<file path="config.mk">
export PLATFORM = sky130hd
export DESIGN_NAME = ps2_rx_flat
export DESIGN_NICKNAME = d
export VERILOG_FILES = /design/src/rtl/ps2_rx_if.sv /design/src/rtl/ps2_rx.sv /design/src/flat_wrapper.sv
export SDC_FILE = /design/constraint.sdc
export NUM_CORES = 1
export LEC_CHECK = 0
export CAP_MARGIN = 20
export CORE_MARGIN = 2
export CORE_UTILIZATION = 51
export DETAILED_ROUTE_END_ITERATION = 10
export PLACE_DENSITY = 0.69
export SLEW_MARGIN = 10
export SYNTH_ARGS = -nofsm -noshare
export SYNTH_HDL_FRONTEND = slang
export SYNTH_SLANG_ARGS = --single-unit
</file>
<file path="constraint.sdc">
create_clock -name clk_i -period 2.3 [get_ports clk_i]
set_input_delay 0.46 -clock clk_i [delete_from_list [all_inputs] [get_ports clk_i]]
set_output_delay 0.46 -clock clk_i [all_outputs]
set_load 0.01 [all_outputs]
</file>
<file path="src/rtl/ps2_rx_if.sv">
// Receive-side bundle between the PS/2 pins, the receiver and the keyboard/mouse decoder.
// master = decode logic and pin drivers, slave = the ps2_rx receiver.
`timescale 1ns/1ps
interface ps2_rx_if;
    logic       rx_en_i;
    logic       ps2c_i;
    logic       ps2d_i;
    logic [7:0] rx_data_o;
    logic       rx_valid_o;
    logic       parity_err_o;
    logic       frame_err_o;
    logic       idle_o;

    modport master (
        output rx_en_i, ps2c_i, ps2d_i,
        input  rx_data_o, rx_valid_o, parity_err_o, frame_err_o, idle_o
    );

    modport slave (
        input  rx_en_i, ps2c_i, ps2d_i,
        output rx_data_o, rx_valid_o, parity_err_o, frame_err_o, idle_o
    );
endinterface

</file>
<file path="src/rtl/ps2_rx.sv">
// PS/2 device-to-host receiver: synchronises and glitch-filters ps2c, samples ps2d on
// filtered falling edges and deframes start/8 data/odd parity/stop into a byte strobe.
`timescale 1ns/1ps
module ps2_rx #(
    parameter int FILTER_LEN     = 8,
    parameter int TIMEOUT_CYCLES = 10000
) (
    input  logic     clk_i,
    input  logic     reset_ni,
    ps2_rx_if.slave  bus
);
    localparam int CNT_W = $clog2(TIMEOUT_CYCLES + 1);

    typedef enum logic [1:0] {S_IDLE, S_DATA, S_PARITY, S_STOP} state_e;

    state_e                state_q, state_d;
    logic                  c_meta_q, c_sync_q, d_meta_q, d_sync_q;
    logic [FILTER_LEN-1:0] filt_shift_q, filt_shift_d;
    logic                  filt_q, filt_d;
    logic                  fall, timeout;
    logic [7:0]            shift_q, shift_d;
    logic [2:0]            bit_cnt_q, bit_cnt_d;
    logic                  par_q, par_d;
    logic [CNT_W-1:0]      cnt_q, cnt_d;
    logic [7:0]            rx_data_q, rx_data_d;
    logic                  rx_valid_q, rx_valid_d;
    logic                  parity_err_q, parity_err_d;
    logic                  frame_err_q, frame_err_d;

    // Conditioning chain resets to the idle-high bus level so reset release never looks like an edge.
    // NOTE: clocked blocks use non-blocking (<=) so every flop samples the pre-edge value of its source.
    always_ff @(posedge clk_i or negedge reset_ni) begin
        if (!reset_ni) begin
            c_meta_q     <= 1'b1;
            c_sync_q     <= 1'b1;
            d_meta_q     <= 1'b1;
            d_sync_q     <= 1'b1;
            filt_shift_q <= '1;
            filt_q       <= 1'b1;
        end else begin
            c_meta_q     <= bus.ps2c_i;
            c_sync_q     <= c_meta_q;
            d_meta_q     <= bus.ps2d_i;
            d_sync_q     <= d_meta_q;
            filt_shift_q <= filt_shift_d;
            filt_q       <= filt_d;
        end
    end

    // NOTE: every always_comb output gets a default first so no path leaves it unassigned (no latch).
    always_comb begin
        filt_shift_d = {filt_shift_q[FILTER_LEN-2:0], c_sync_q};
        filt_d       = filt_q;
        if (filt_shift_q == '1)      filt_d = 1'b1;
        else if (filt_shift_q == '0) filt_d = 1'b0;
    end

    assign fall    = filt_q & ~filt_d;
    assign timeout = (cnt_q == CNT_W'(TIMEOUT_CYCLES - 1));

    always_ff @(posedge clk_i or negedge reset_ni) begin
        if (!reset_ni) state_q <= S_IDLE;
        else           state_q <= state_d;
    end

    // Abort on rx_en_i has priority, then a fall, and only then the timeout.
    always_comb begin
        state_d = state_q;
        case (state_q)
            S_IDLE: begin
                if (fall && bus.rx_en_i && !d_sync_q) state_d = S_DATA;
            end
            S_DATA: begin
                if (!bus.rx_en_i)  state_d = S_IDLE;
                else if (fall)     state_d = (bit_cnt_q == 3'd7) ? S_PARITY : S_DATA;
                else if (timeout)  state_d = S_IDLE;
            end
            S_PARITY: begin
                if (!bus.rx_en_i)  state_d = S_IDLE;
                else if (fall)     state_d = S_STOP;
                else if (timeout)  state_d = S_IDLE;
            end
            S_STOP: begin
                if (!bus.rx_en_i || fall || timeout) state_d = S_IDLE;
            end
            default: state_d = S_IDLE;
        endcase
    end

    always_comb begin
        shift_d      = shift_q;
        bit_cnt_d    = bit_cnt_q;
        par_d        = par_q;
        rx_data_d    = rx_data_q;
        parity_err_d = parity_err_q;
        rx_valid_d   = 1'b0;
        frame_err_d  = 1'b0;
        cnt_d        = (state_d == S_IDLE || fall) ? '0 : cnt_q + CNT_W'(1);

        case (state_q)
            S_IDLE: begin
                if (fall && bus.rx_en_i && !d_sync_q) begin
                    shift_d   = '0;
                    bit_cnt_d = '0;
                end
            end
            S_DATA, S_PARITY, S_STOP: begin
                if (bus.rx_en_i) begin
                    if (fall) begin
                        if (state_q == S_DATA) begin
                            shift_d   = {d_sync_q, shift_q[7:1]};
                            bit_cnt_d = bit_cnt_q + 3'd1;
                        end else if (state_q == S_PARITY) begin
                            par_d = d_sync_q;
                        end else if (d_sync_q) begin
                            rx_valid_d   = 1'b1;
                            rx_data_d    = shift_q;
                            parity_err_d = ~(^{shift_q, par_q});
                        end else begin
                            frame_err_d = 1'b1;
                        end
                    end else if (timeout) begin
                        frame_err_d = 1'b1;
                    end
                end
            end
            default: ;
        endcase
    end

    always_ff @(posedge clk_i or negedge reset_ni) begin
        if (!reset_ni) begin
            shift_q      <= '0;
            bit_cnt_q    <= '0;
            par_q        <= 1'b0;
            cnt_q        <= '0;
            rx_data_q    <= '0;
            rx_valid_q   <= 1'b0;
            parity_err_q <= 1'b0;
            frame_err_q  <= 1'b0;
        end else begin
            shift_q      <= shift_d;
            bit_cnt_q    <= bit_cnt_d;
            par_q        <= par_d;
            cnt_q        <= cnt_d;
            rx_data_q    <= rx_data_d;
            rx_valid_q   <= rx_valid_d;
            parity_err_q <= parity_err_d;
            frame_err_q  <= frame_err_d;
        end
    end

    always_comb begin
        bus.idle_o       = (state_q == S_IDLE);
        bus.rx_data_o    = rx_data_q;
        bus.rx_valid_o   = rx_valid_q;
        bus.parity_err_o = parity_err_q;
        bus.frame_err_o  = frame_err_q;
    end
endmodule

</file>
<file path="src/flat_wrapper.sv">
// flat-port wrapper written by rule: the top's interface ports become plain ports
module ps2_rx_flat 
#(
    parameter int FILTER_LEN     = 8,
    parameter int TIMEOUT_CYCLES = 10000
)
  (clk_i, reset_ni, bus_rx_en_i, bus_ps2c_i, bus_ps2d_i, bus_rx_data_o, bus_rx_valid_o, bus_parity_err_o, bus_frame_err_o, bus_idle_o);
  ps2_rx_if bus_i ();
  input  logic clk_i;
  input  logic reset_ni;
  input wire logic [$bits(bus_i.rx_en_i)-1:0] bus_rx_en_i;
  input wire logic [$bits(bus_i.ps2c_i)-1:0] bus_ps2c_i;
  input wire logic [$bits(bus_i.ps2d_i)-1:0] bus_ps2d_i;
  output wire logic [$bits(bus_i.rx_data_o)-1:0] bus_rx_data_o;
  output wire logic [$bits(bus_i.rx_valid_o)-1:0] bus_rx_valid_o;
  output wire logic [$bits(bus_i.parity_err_o)-1:0] bus_parity_err_o;
  output wire logic [$bits(bus_i.frame_err_o)-1:0] bus_frame_err_o;
  output wire logic [$bits(bus_i.idle_o)-1:0] bus_idle_o;
  assign bus_i.rx_en_i = bus_rx_en_i;
  assign bus_i.ps2c_i = bus_ps2c_i;
  assign bus_i.ps2d_i = bus_ps2d_i;
  assign bus_rx_data_o = bus_i.rx_data_o;
  assign bus_rx_valid_o = bus_i.rx_valid_o;
  assign bus_parity_err_o = bus_i.parity_err_o;
  assign bus_frame_err_o = bus_i.frame_err_o;
  assign bus_idle_o = bus_i.idle_o;
  ps2_rx #(.FILTER_LEN(FILTER_LEN), .TIMEOUT_CYCLES(TIMEOUT_CYCLES)) u_core (.clk_i(clk_i), .reset_ni(reset_ni), .bus(bus_i));
endmodule
</file>
==> implementation parameters, run 1 <==
Parameter                              Value

STA
  Hold violation count in the final report ... 0
  Slew at the pin closest to its max-slew limit ... about 0.64 ns
  Max-slew violation total from the final report ... 0
  Period utilisation layout ... between 90 and 100%
  Rel. slew slack ... 57.0%
  Skew final ... between 0.004 and 0.005 ns
  Unrepaired setup endpoints after global routing ... true
  Final number of setup-violating endpoints ... 0
  Achievable frequency ... ~440 MHz
  Time the worst path needs with I/O delays and setup ... roughly 2.3 ns

Placed design
  Total half-perimeter wirelength after legalization and detailed placement ... 3420 um
  Port bufs ... 16
  Weighted congestion at the end of routability-driven global placement ... 0.833
  Placed Area ... 2970 um^2

Yosys
  Number of different library cells in the post-synthesis netlist ... 46
  Post-Synth Adder-Cell Area ... 3.81%
  Post-synthesis compound-gate area fraction ... a little over a tenth
  Mux cell area share after synthesis ... about 9.0%
  Post-synth top flop ... dfrtp_1
  Yosys reg bits ... 52
  Largest family of logic cells by synthesized area ... simple AND/OR/NAND/NOR gates
  Total nets after synthesis ... about 240
  Area of the mapped netlist ... approximately 2600 um^2
  Most area-hungry cell type in the Yosys netlist ... dfrtp_1
  Part of the Yosys area used for sequential elements ... roughly half
  Top cells by area, synth ... dfrtp_1, dfstp_2, mux2_2
  Post-Synth Simple-Gate Area ... 17.2%
  Number of enable flip-flop cells after synthesis ... 0
  Number of standard cells after synthesis ... about 230
  Async set or reset register ratio after synthesis ... between 90% and 100%
  Yosys Warn Count ... 0
  Xor/xnor share of the synthesized area ... under 10%
  Fraction of synthesized cell area taken by the top area cell type ... between 30% and 40%
  Avg Inst Size Synth ... around 11 um^2

Global routing
  Wire length of the first global-routing pass ... roughly 8600 um
  Gr usage total ... between 10% and 20%
  Initial antenna violation count ... 0
  Sum of overflow across all layers after global routing ... 0
  Number of global-route vias before repair ... about 1900
  Maximum number of pins on one net before global-route repair ... 53

CTS
  # H-tree levels ... 2
  Total CTS buffers ... 5
  Setup bufs post-CTS ... 0
  Clk sinks ... 52
  Clock tree from TritonCTS ... yes
  Later-pin clock latency in the skew report ... approximately 0.30 ns
  Clock-pin transition on the worst setup and hold timing paths ... 0.10 ns
  Clk Tree Root Cell ... clkbuf_8
  Buffer depth of the longest clock path ... 2

Layout
  Layout net count ... between 200 and 300
  Fraction of layout cells with a size suffix above 1 ... between 20% and 30%
  Fillcell total ... 426
  Area growth syn-to-layout ... 17.9%
  Post-route cell area ... between 3000 and 4000 um^2
  Commonest non-fill, non-tap cell in the layout ... dfrtp_1
  Ant. Diodes ... 0
  Most frequent cells in the layout ... dfrtp_1, mux2_2, xnor2_1, buf_4
  Final cell utilization of the core ... 61.5%

Worst setup path
  R2r worst-path depth ... 6
  Endpoint required time on the critical path ... between 2 and 3 ns
  Ordered cell list for the critical path ... or4_4 -> or3_4 -> o21a_1 -> nor3b_2 -> buf_6 -> mux2_2
  Critical path peak fanout ... 11
  Arrival time at the worst endpoint ... around 2.5 ns
  Type of destination of the critical path ... flip-flop
  Bufs and invs on worst path ... 1
  Worst reg2reg endpoint ... u_core.bit_cnt_q[1]
  Startpoint of the lowest-slack register-to-register path ... u_core.filt_shift_q[0]
  Worst setup SP type ... flip-flop
  R2r setup slk ... 0.004 ns
  Largest stage delay, worst path ... about 0.53 ns
  Worst setup path startpoint ... u_core.filt_shift_q[0]
  CP delay by family, top ... simple AND/OR/NAND/NOR gates
  Type of the setup path with the least slack ... flip-flop to flip-flop
  Number of logic stages on the critical path including buffering ... 6
  Timing endpoint of the critical path ... u_core.bit_cnt_q[1]
  Slowest cell on the critical path ... or4_4

Floorplan
  Starting utilization of the core area ... a little over half
  Chip Width ... around 76 um
  I/O pins ... 17
  Area of the core region ... 5040 um^2
  Area of the die ... around 5700 um^2
  # rows ... 26
  DIE HEIGHT ... 75.8 um

Detailed routing
  Average routed wire per standard cell ... 15.5 um
  DR iter-0 viols ... roughly 150
  Routed via count divided by cell count ... approximately 5.6
  Remaining DRCs ... 0
  Detailed-route via count ... approximately 1900
  Remaining antenna violation count after routing ... 0
  Total iterations of the first detailed-routing run ... 4
  Aggregate routed wire length ... 5220 um

Job
  # Max-Cap Violations ... 0

Pwr
  Static leakage ... approximately 1.3 nW
  Worst ir drop on vdd ... 380 uV
  Power density over the cells ... between 700 and 800 nW/um^2

Outcome
  Run status ... finished, final reports clean

Worst hold path
  Class of the most critical hold timing path ... primary input to async pin
==> per-stage QoR <==
stage / std cells / setup slack, ns / total power (W) / hold WS, ns / setup TNS, ns
6_report: 336 / 0.00394 / 0.00232 / 0.263 / 0
5_1_grt: 336 / -0.0727 / 0.00246 / 0.335 / -0.799
4_1_cts: 334 / -0.0138 / 0.00230 / 0.276 / -0.0532
3_5_place_dp: 326 / -0.0108 / 0.00174 / 0.349 / -0.0339
3_3_place_gp: 326 / 0.0165 / 0.00172 / 0.346 / 0
2_1_floorplan: 231 / 0.00301 / 0.00153 / 0.164 / 0
==> cells in the mapped netlist, types with 2 or more instances <==
cell	n
dfrtp_1	39
inv_1	4
nor3_1	3
xor2_1	2
and2_1	3
o21ai_0	15
buf_2	2
nand2_1	15
o2bb2ai_1	2
clkbuf_1	6
nand3_1	11
buf_6	2
xnor2_1	18
and4_1	2
nand4_1	7
nor2_1	4
nor2b_1	14
ha_1	8
o41ai_1	2
and3_1	2
dfstp_2	13
o211ai_1	13
mux2_2	21
==> sequential cells by signal (all words and copies together) (netlist names) <==
signal                   cells
u_core.bit_cnt_q             3
u_core.bus.frame_err_o       1
u_core.bus.parity_err_o      1
u_core.bus.rx_data_o         8
u_core.bus.rx_valid_o        1
u_core.c_meta_q              1
u_core.c_sync_q              1
u_core.cnt_q                14
u_core.d_meta_q              1
u_core.d_sync_q              1
u_core.filt_q                1
u_core.filt_shift_q          8
u_core.par_q                 1
u_core.shift_q               8
u_core.state_q               2
==> cell type report <==
class | instances | area [um^2] | share of cell area, %
clock inverter | 2 | 15.0 | 0.484
tap | 70 | 87.6 | 2.83
clock buffer | 6 | 72.6 | 2.34
inverter | 4 | 15.0 | 0.484
timing repair buffer | 36 | 313 | 10.1
sequential | 52 | 1320 | 42.5
multi-input combinational | 166 | 1280 | 41.3
==> worst min path at each step <==
stage | startpoint | slack (ns) | cells after the start | to
floorplan | reset_ni | 0.16 | 0 | u_core.bit_cnt_q[0]
global placement | u_core.d_meta_q | 0.35 | 0 | u_core.d_sync_q
detailed placement | u_core.d_meta_q | 0.35 | 0 | u_core.d_sync_q
CTS | reset_ni | 0.28 | 2 | u_core.bus.rx_data_o[5]
global route | reset_ni | 0.33 | 2 | u_core.bus.rx_data_o[5]
finish | reset_ni | 0.26 | 2 | u_core.bus.rx_data_o[5]
==> layer usage <==
metal / share of wire (%) / GRT usage (%) / up-vias
li1: - / - / 899
met3: 3.8 / 4.10 / 7
met1: 44 / 25.0 / 941
met2: 51 / 34.2 / 41
met4: 1.1 / 5.26 / 0
met5: 0 / 0 / -
==> cells by family after synthesis <==
| group | after synthesis |
|---|---|
| compound gates | 41 |
| xor+xnor | 20 |
| simple gates | 75 |
| fa+ha+maj | 8 |
| mux | 21 |
| buf+inv | 14 |
| flops | 52 |
==> power by group <==
part	internal (W)	switching, W	leakage [nW]
combinational	0.000331	0.000380	0.572
clock	0.000220	0.000310	0.0461
sequential	0.00100	0.0000773	0.675
total	0.00155	0.000768	1.29
==> worst register-to-register path, cell delays in order, from the launching register on <==
cell     delay (ns)
dfstp_2        0.38
or4_4          0.54
or3_4          0.38
o21a_1         0.18
nor3b_2        0.19
buf_6          0.18
mux2_2         0.34
==> repair_timing <==
action,4_1_cts,5_1_grt
gates cloned,0,2
resized for setup,3,5
hold endpoints to repair,0,0
endpoints found under the setup margin,12,27
pin swaps,0,2
hold buffers,0,0
No activity file was read; power rests on OpenSTA's default activity.
==> inputs of run 2 (changes only) <==
- REMOVE_ABC_BUFFERS: default -> 1
==> run 2 against run 1 <==
- the flow now finishes with violations (negative setup slack)
- worst setup slack got worse by 0.036 ns
- wire length decreased by 2.7%
- critical path depth unchanged
- largest cell class unchanged
- flip-flop and latch count unchanged
==> implementation parameters, run 2 (synthesis gave the netlist of run 1 again) <==
Parameter                              Value

Layout
  Commonest non-fill, non-tap cell in the layout ... dfrtp_1
  Max FFs per register ... 14
  Non-filler instance count after layout ... roughly 340
  Post-route cell area ... ~3200 um^2
  Fillcell total ... 428
  Area growth syn-to-layout ... 20.8%
  Layout net count ... 285
  Fraction of layout cells with a size suffix above 1 ... between 30% and 40%
  Register name with the most flops ... u_core.cnt_q
  Ant. Diodes ... 0
  Most frequent cells in the layout ... dfrtp_1, buf_4, mux2_2

STA
  Worst hold slack across all endpoints ... between 0.1 and 0.15 ns
  Unrepaired setup endpoints after global routing ... true
  Slew at the pin closest to its max-slew limit ... roughly 0.56 ns
  Max-slew violation total from the final report ... 0
  Time the worst path needs with I/O delays and setup ... 2.33 ns
  Period utilisation layout ... 101%
  Skew final ... 0.0105 ns
  Achievable frequency ... between 400 and 500 MHz
  Least setup slack across all paths after layout ... -0.0316 ns
  Final number of setup-violating endpoints ... 11
  Rel. slew slack ... around 62%
  Hold violation count in the final report ... 0

CTS
  Clk sinks ... 52
  Buffer depth of the longest clock path ... 2
  Clk Tree Root Cell ... clkbuf_8
  # H-tree levels ... 2
  Clock-pin transition on the worst setup and hold timing paths ... around 0.090 ns
  Later-pin clock latency in the skew report ... roughly 0.31 ns
  Total CTS buffers ... 5
  Clock tree from TritonCTS ... yes

Placed design
  Pre-CTS setup slack ... -0.0320 ns
  Weighted congestion at the end of routability-driven global placement ... 0.793
  Placed Cells ... 332
  Placed Area ... ~3000 um^2
  Total half-perimeter wirelength after legalization and detailed placement ... around 3500 um
  Port bufs ... 16

Floorplan
  DIE HEIGHT ... 75.8 um
  I/O pins ... 17
  # rows ... 26
  Starting utilization of the core area ... a little over half
  Chip Width ... 75.8 um
  Area of the die ... 5740 um^2
  Area of the core region ... roughly 5000 um^2

Global routing
  Initial antenna violation count ... 0
  Number of global-route vias before repair ... around 1800
  Wire length of the first global-routing pass ... roughly 8500 um
  Gr usage total ... between 10% and 20%
  Sum of overflow across all layers after global routing ... 0
  Maximum number of pins on one net before global-route repair ... 28

Worst hold path
  Class of the most critical hold timing path ... primary input to async pin

Detailed routing
  Remaining DRCs ... 0
  Remaining antenna violation count after routing ... 0
  Detailed-route via count ... between 1500 and 2000
  DR iter-0 viols ... 62
  Aggregate routed wire length ... 5080 um
  Total iterations of the first detailed-routing run ... 4
  Routed via count divided by cell count ... 5.51
  Average routed wire per standard cell ... 14.8 um

Pwr
  Design Power ... between 0.002 and 0.0025 W
  Power density over the cells ... 730 nW/um^2
  Static leakage ... between 1 and 1.5 nW
  Worst ir drop on vdd ... roughly 560 uV

Worst setup path
  Slowest cell on the critical path ... or4_4
  Worst setup SP type ... flip-flop
  Type of destination of the critical path ... flip-flop
  Arrival time at the worst endpoint ... 2.53 ns
  Ordered cell list for the critical path ... or4_4 -> or3_4 -> o21a_1 -> nor3b_2 -> buf_6 -> mux2_2
  Endpoint required time on the critical path ... 2.50 ns
  Largest stage delay, worst path ... about 0.54 ns
  Critical path peak fanout ... 11
  Type of the setup path with the least slack ... flip-flop to flip-flop

Outcome
  Run status ... finished with violations
  Violated checks ... negative setup slack

Job
  # Max-Cap Violations ... 0
[run 2: changes by cell type in the layout (fill, tap and decap cells not counted), sizes merged]
cell  before  now
buf       21   29
nor2       6    5
[run 2: worst paths after layout]
kind	depth (start not counted)	slack [ns]	start	to
setup / recovery	6	-0.03	u_core.filt_shift_q[0]	u_core.shift_q[7]
max in group asynchronous	2	1.62	reset_ni	u_core.shift_q[5]
hold reg to reg	0	0.36	u_core.d_meta_q	u_core.d_sync_q
hold / removal	1	0.13	reset_ni	u_core.cnt_q[6]
setup reg to reg	6	-0.03	u_core.filt_shift_q[0]	u_core.shift_q[7]
min in group clk_i	0	0.36	u_core.d_meta_q	u_core.d_sync_q
[run 2: layout make-up]
type                       count  area [um^2]  area share, %
clock buffer                   6         72.6           2.28
tap                           70         87.6           2.76
timing repair buffer          44          379           11.9
inverter                       4         15.0          0.473
clock inverter                 2         17.5          0.551
sequential                    52         1320           41.5
multi-input combinational    165         1290           40.5
[run 2: report_power, final]
group          internal [W]  switching [W]
combinational      0.000336       0.000383
clock              0.000223       0.000313
sequential          0.00100      0.0000627
total               0.00156       0.000759
[run 2: routing by layer]
metal | GRT usage (%) | wire (um)
met1 | 25.3 | 2380
met2 | 33.6 | 2510
met3 | 3.97 | 151
met4 | 4.68 | 38
met5 | 0 | 0
[run 2: repair_timing]
item                                   in CTS  in global routing
gates resized for setup                     3                  8
cloned                                      0                  1
setup endpoints to repair                  12                 24
hold buffers                                0                  0
endpoints found under the hold margin       0                  0
setup buffers                               0                  2
pin swaps                                   0                  2
[run 2: worst max-delay path, delay by kind of cell (launching register included)]
kind / cells / cell delay, ns
flops: 1 / 0.38
compound gates: 1 / 0.18
simple gates: 3 / 1.13
buf+inv: 1 / 0.19
mux: 1 / 0.34
[run 2: metrics by stage]
step	utilization, %	TNS, ns
6_report	63.0	-0.245
5_1_grt	63.0	-0.915
4_1_cts	62.1	-0.112
3_5_place_dp	60.0	-0.177
3_3_place_gp	60.0	-0.0163
2_1_floorplan	-	-14.26
